<file path="config.mk">
export PLATFORM = sky130hd
export DESIGN_NAME = adc_avg
export DESIGN_NICKNAME = d
export VERILOG_FILES = /design/src/rtl/tr_pkg.sv /design/src/rtl/adc_watchdog.sv /design/src/rtl/adc_avg.sv
export SDC_FILE = /design/constraint.sdc
export NUM_CORES = 1
export LEC_CHECK = 0
export ABC_AREA = 1
export BUFFER_PORTS_ARGS = -buffer_cell sky130_fd_sc_hd__buf_4
export CORE_ASPECT_RATIO = 0.8
export CORE_MARGIN = 2
export CORE_UTILIZATION = 50
export CTS_BUF_LIST = sky130_fd_sc_hd__clkbuf_2
export DETAILED_ROUTE_END_ITERATION = 6
export PLACE_DENSITY = 0.7
export RECOVER_POWER = 100
export SYNTH_ARGS = -nofsm -noshare
export SYNTH_HDL_FRONTEND = slang
export SYNTH_HIERARCHICAL = 1
export SYNTH_SLANG_ARGS = --single-unit
</file>
<file path="constraint.sdc">
create_clock -name clk -period 4.92 [get_ports clk]
set_clock_uncertainty 0.05 [all_clocks]
set_input_delay 0.492 -clock clk [delete_from_list [all_inputs] [get_ports clk]]
set_output_delay 0.492 -clock clk [all_outputs]
set_load 0.01 [all_outputs]
</file>
<file path="src/rtl/tr_pkg.sv">
// tr_pkg: constants and types shared by the tracking front-end blocks.
package tr_pkg;
    localparam int DATA_W      = 36;
    localparam int TIMEOUT_DEF = 1000;
    typedef enum logic {RUN, FAULT} avg_state_t;
endpackage

</file>
<file path="src/rtl/adc_watchdog.sv">
// adc_watchdog: counts cycles since the last adc_valid and pulses timeout when the count reaches TIMEOUT.
module adc_watchdog #(
    parameter int TIMEOUT = tr_pkg::TIMEOUT_DEF
) (
    input  logic clk,
    input  logic rst,
    input  logic adc_valid,
    output logic timeout
);
    localparam int TW = $clog2(TIMEOUT + 1);
    logic [TW-1:0] timer;
    // Fires on the cycle whose edge moves timer onto TIMEOUT, so the fault lands exactly TIMEOUT edges after the last sample.
    assign timeout = !adc_valid && timer == TW'(TIMEOUT - 1);
    always_ff @(posedge clk) begin
        if (rst || adc_valid)
            timer <= '0;
        else if (timer != TW'(TIMEOUT))
            timer <= timer + TW'(1);
    end
endmodule

</file>
<file path="src/rtl/adc_avg.sv">
// adc_avg: boxcar averager over 2^AVG_LOG2 ADC samples with flush and stall detection.
module adc_avg #(
    parameter int DATA_W   = tr_pkg::DATA_W,
    parameter int AVG_LOG2 = 2,
    parameter int TIMEOUT  = tr_pkg::TIMEOUT_DEF
) (
    input  logic              clk,
    input  logic              rst,
    input  logic              adc_valid,
    input  logic [DATA_W-1:0] adc_data,
    input  logic              flush,
    output logic [DATA_W-1:0] x,
    output logic              data_valid,
    output logic              adc_fault
);
    localparam int CW = AVG_LOG2 == 0 ? 1 : AVG_LOG2;
    localparam int AW = DATA_W + AVG_LOG2;
    localparam logic [CW-1:0] LAST = CW'((1 << AVG_LOG2) - 1);
    tr_pkg::avg_state_t state, state_nxt;
    logic [AW-1:0] acc, acc_base, sum;
    logic [CW-1:0] cnt, cnt_base;
    logic timeout, fault_entry, win_done;
    adc_watchdog #(.TIMEOUT(TIMEOUT)) u_wd (
        .clk       (clk),
        .rst       (rst),
        .adc_valid (adc_valid),
        .timeout   (timeout)
    );
    always_comb begin
        fault_entry = state == tr_pkg::RUN && timeout;
        state_nxt   = fault_entry ? tr_pkg::FAULT
                    : (state == tr_pkg::FAULT && adc_valid) ? tr_pkg::RUN : state;
        // A flush in the same cycle as a sample makes that sample the first of a fresh window.
        acc_base    = flush ? '0 : acc;
        cnt_base    = flush ? '0 : cnt;
        sum         = acc_base + AW'(adc_data);
        win_done    = adc_valid && cnt_base == LAST;
    end
    assign adc_fault = state == tr_pkg::FAULT;
    always_ff @(posedge clk) begin
        if (rst) begin
            state      <= tr_pkg::RUN;
            acc        <= '0;
            cnt        <= '0;
            x          <= '0;
            data_valid <= 1'b0;
        end else begin
            state      <= state_nxt;
            data_valid <= win_done;
            if (win_done) begin
                x   <= DATA_W'(sum >> AVG_LOG2);
                acc <= '0;
                cnt <= '0;
            end else if (adc_valid) begin
                acc <= sum;
                cnt <= cnt_base + CW'(1);
            end else if (flush || fault_entry) begin
                acc <= '0;
                cnt <= '0;
            end
        end
    end
endmodule

</file>
# ---- Yosys cells after proc, flatten, opt, wreduce, memory -nomap -nowiden
# Index checks and enable logic that the tools add are counted.
dict set report totals {
  ff_bits 88
  in_bits 40
  out_inout_bits 38
  elab_cells 31
}
dict set report op_classes {
  n_addsub 3
  n_eq_ne 3
  n_mux 8
  bitwise 1
  n_reduce_logical 10
}
# op count
set ops {}
lappend ops {{38-bit 2-to-1 mux} 3}
lappend ops {{38-bit by 36-bit adder with 38-bit output} 1}
lappend ops {{10-bit by 1-bit adder with 10-bit output (second input constant)} 1}
lappend ops {{10-bit equality test (second input constant)} 1}
lappend ops {{10-bit != test (second input constant)} 1}
lappend ops {{2-bit 2-to-1 mux} 3}
lappend ops {{1-bit logical AND} 4}
lappend ops {{2-bit nonzero test} 2}
lappend ops {{2-bit by 1-bit adder with 2-bit output (second input constant)} 1}
lappend ops {{2-bit equality test (second input constant)} 1}
lappend ops {{1-bit logical OR} 2}
lappend ops {{1-bit 2-to-1 mux} 2}
lappend ops {{2-bit OR reduction} 1}
lappend ops {{1-bit zero test} 1}
lappend ops {{1-bit NOT} 1}

# ---- Depth between registers and ports, before layout
dict set report depth {
  ltp_word 6
  ltp_mapped 17
  ltp_nobuf 17
}

# ---- Hierarchy
# Netlist, hierarchy kept.
# mod instances cells_each area_per_inst_um2 seq_area_each_um2
set by_module_without_submodules {}
lappend by_module_without_submodules {adc_avg 1 919 5614.1 1561.5}
lappend by_module_without_submodules {adc_watchdog 1 85 576.8 200.2}

# ---- Worst setup path after synthesis
# No wires, ideal clock.
dict set report synth_timing {
  kind {input -> register}
  from {in flush}
  to {reg acc[29]}
  setup_time_ns 0.131
  t_arrival_ns 2.363
  required_ns 4.739
  path_slack_ns 2.377
  cell_stages 15
  path_buffers 2
  cell_sequence {clkbuf_1 > clkbuf_1 > nor2_1 > ha_1 > nand2_1 > nor2_1 > nand2_1 > nor2_1 > nand2_1 > nand3_2 > nand2_1 > nand2_1 > nand2_1 > nand3_2 > a21oi_2}
}
dict set report synth_via {
  elab_chain_cells 4
  elab_cells_between_ends 9
  cone_classes {add/sub (1); eq/ne (1); mux (3); reduce/logical (4)}
}
# element line
set synth_rtl {}
lappend synth_rtl {{start, declared} adc_avg.sv:11} ;# input logic flush,
lappend synth_rtl {{parallel branches: the longest is 4 deep, another holds 38-bit by 36-bit adder with 38-bit output} n/a}
lappend synth_rtl {{end signal, assigned} adc_avg.sv:55} ;# acc <= sum;
lappend synth_rtl {{end, declared} adc_avg.sv:20} ;# logic [AW-1:0] acc, acc_base, sum;
# Several ways; the timed one is not identified.
# A chain may end at the register's enable or synchronous reset.

# ---- Worst setup path in the final report
dict set report layout_timing {
  from {in adc_valid}
  to {reg acc[14]}
}
dict set report layout_via {
  elab_chain_cells 5
  elab_cells_between_ends 8
  cone_classes {mux (1); reduce/logical (7)}
}
# element line
set layout_rtl {}
lappend layout_rtl {{start, declared} adc_avg.sv:9} ;# input logic adc_valid,
lappend layout_rtl {{1-bit zero test} adc_watchdog.sv:13} ;# assign timeout = !adc_valid && timer == TW'(TIMEOUT - 1);
lappend layout_rtl {{1-bit logical AND} adc_watchdog.sv:13}
lappend layout_rtl {{via timeout} adc_avg.sv:22} ;# logic timeout, fault_entry, win_done;
lappend layout_rtl {{1-bit logical AND} adc_avg.sv:30} ;# fault_entry = state == tr_pkg::RUN && timeout;
lappend layout_rtl {{1-bit logical OR} adc_avg.sv:57} ;# end else if (flush || fault_entry) begin
lappend layout_rtl {{2-bit nonzero test (no line)} n/a}
# The timed path passes the listed nets, and every way through them passes these cells.

==> out/results.ini <==
[route]
drtPass1Iterations = 5
wirelength_mm = 16.8
drc = 0
routed_via_density = 4.96
wl_per_cell_um = 13.6
drtIter0Drc = 428
vias = 6095
final_antenna_net_count = 0

[timing]
clock.fmax_mhz = 299
slew_headroom_pct = -57.2
setup_ws_ns = 1.58
fin_crit_ns = 3.34
slew_violations = 45
setup_viol = 0
tightest_slew_ns = 2.36
finalSetupTns_ns = 0
hold_ws_ns = 0.0366
finalHoldViolCount = 0
grt_setup_unrepaired = false
post-route-period-util_pct = 67.9

[run]
cap_violations = 1

[critical_path]
rrSetupSlack_ns = 2.50
critical_path.max_stage_delay_ns = 1.64
cp_max_fo = 44
arrival_ns = 3.83
cp_cell_sequence = clkbuf_1 -> nor3_1 -> and3_1 -> inv_1 -> nor2_1 -> nor3_1 -> clkbuf_1 -> nand2_1 -> a21oi_1
slowest_stage = clkbuf_1
end_kind = flip-flop
required_ns = 5.41
startpoint_type = primary input
crit_type = in -> reg

[clock_tree]
cts.htree.levels = 3
clk_pin_slew_worst_paths_ns = 0.23
holdBufCountCts = 0
cts_tree = yes
clockBufferDepth = 2
clk_latency_ns = 0.61
cts_setup_buffers = 0
cts_resized = 0
cts-root-buf = clkbuf_2
cts_buffers = 9
clock-sinks = 88

[synth]
synth_area_leaders = dfxtp_1 28%, nand2_1 20%, inv_1 9.8%, ha_1 7.9%, a21oi_1 6.4%
synth_top_cell_by_area = dfxtp_1
yosysSeqAreaShare_pct = 28.5
ys_seq_elements = 88
syn_area_per_cell_um2 = 6.17
synth_area_um2 = 6190
syn-instance-count = 1004
syn_nets = 1084
yosysTopAreaCellShare_pct = 28.5
yosys.cell_types.count = 35
ys_warn_count = 6

[place]
hpwl_mm = 12.7
place_congestion = 0.961
numPortBuffers = 77
preCtsSetupSlack_ns = 1.99

[die]
ios = 78
initial_core_util_pct = 51.1
rows = 36
die_x_um = 128
design.die.area_um2 = 13300
coreArea_um2 = 12100
die_y_um = 104

[grt]
grt_pass1_wl_mm = 27.3
antenna_found_initial = 0
grt_start_max_net_pins = 45
grt_pass1_vias = 5420
grt_use_total_pct = 25.7
grt-ovfl-total = 0

[power]
max-vdd-ir-drop_v = 0.000145
power.density_nw_per_um2 = 221
leakagePower_nw = 3.58

[worst_hold_path]
hold_path.class = in -> reg

[finish]
nFillCells = 1311
diodes = 0
area_delta_synth_final_pct = 10.9
fin_nets = 1153
postLayoutCoreUtil_pct = 56.7
mostFrequentLayoutCell = nand2_1
drive_above_1_share_pct = 8.91
final_cell_mix = 332 x nand2_1, 161 x inv_1, 106 x nor2_1, 88 x dfxtp_1, 81 x a21oi_1

[status]
failed_checks = capacitance limit, slew limit
status = finished with violations

## Yosys cell counts
cell type / count
nand2_1: 332
inv_1: 161
nor2_1: 105
dfxtp_1: 88
a21oi_1: 79
nand3_1: 51
ha_1: 39
a22o_1: 17
clkbuf_1: 16
xor2_1: 13
nand2_2: 12
nand3_2: 12
o21ai_0: 12
nor3_1: 10
nor2_2: 8
nand3b_1: 7
buf_2: 6
inv_2: 4
nand4_1: 4
xnor2_1: 4
o21a_1: 3
o21bai_1: 3
a21o_1: 2
a21oi_2: 2
nor2_4: 2
or2_1: 2
xor2_2: 2
a31oi_1: 1
and2_4: 1
and3_1: 1
buf_1: 1
buf_4: 1
fa_1: 1
o21ai_1: 1
o31ai_1: 1
## metal layers
layer  up-vias  wire length [um]  global-route usage [%]
met5         -                 0                       0
met4         0               121                    5.34
met3        11              1310                    4.91
met2       197              6340                    34.7
met1      2635              8990                    41.5
li1       3252                 -                       -
## worst max-delay path: cells and delay by family
family                 cells  cell delay [ns]
buffers and inverters      3             2.38
AND/OR/NAND/NOR            5             0.72
AO/OA/AOI/OAI              1             0.17
## final cells by class
| class | instances | area, um^2 | share of cell area (%) |
|---|---|---|---|
| Multi-Input combinational cell | 727 | 3700 | 53.9 |
| Sequential cell | 88 | 1760 | 25.7 |
| Inverter | 165 | 619 | 9.02 |
| Timing Repair Buffer | 82 | 465 | 6.78 |
| Tap cell | 152 | 190 | 2.77 |
| Clock inverter | 6 | 85.1 | 1.24 |
| Clock buffer | 9 | 45.0 | 0.656 |
## through the flow
step	total power, mW	instances	cell area [um^2]
after floorplan	0.999	1004	6190
after global placement	1.10	1214	6900
after detailed placement	1.10	1214	6900
after CTS	1.53	1229	7030
after global routing	1.60	1229	6870
final	1.52	1229	6870
## sequential cells by signal, indices dropped and copies added, names as in the netlist
signal and cells:
acc 38, x 36, u_wd/timer 10, cnt 2, adc_fault 1, data_valid 1
## kinds of logic (layout without fill, tap and decap cells)
| kind of cell | count (synthesis) | in the layout | synth area share [%] |
|---|---|---|---|
| simple gates | 547 | 547 | 37.4 |
| flops | 88 | 88 | 28.5 |
| buf+inv | 189 | 262 | 11.6 |
| compound gates | 121 | 121 | 11.3 |
| fa+ha+maj | 40 | 40 | 8.21 |
| xor+xnor | 19 | 19 | 2.93 |
## where the power goes
part | switching, mW | leakage (nW) | internal, mW | total [mW]
Sequential | 0.0118 | 0.716 | 0.738 | 0.750
Clock | 0.264 | 0.0754 | 0.163 | 0.427
Combinational | 0.223 | 2.79 | 0.118 | 0.341
Total | 0.498 | 3.58 | 1.02 | 1.52
## worst paths after layout
| path | from | to | cells past startpoint |
|---|---|---|---|
| min | rst | x[14] | 2 |
| max | adc_valid | acc[14] | 9 |
| min reg2reg | x[20] | x[20] | 2 |
| max reg2reg | acc[0] | acc[24] | 17 |
Note: power is estimated with default switching activity, not from simulation.
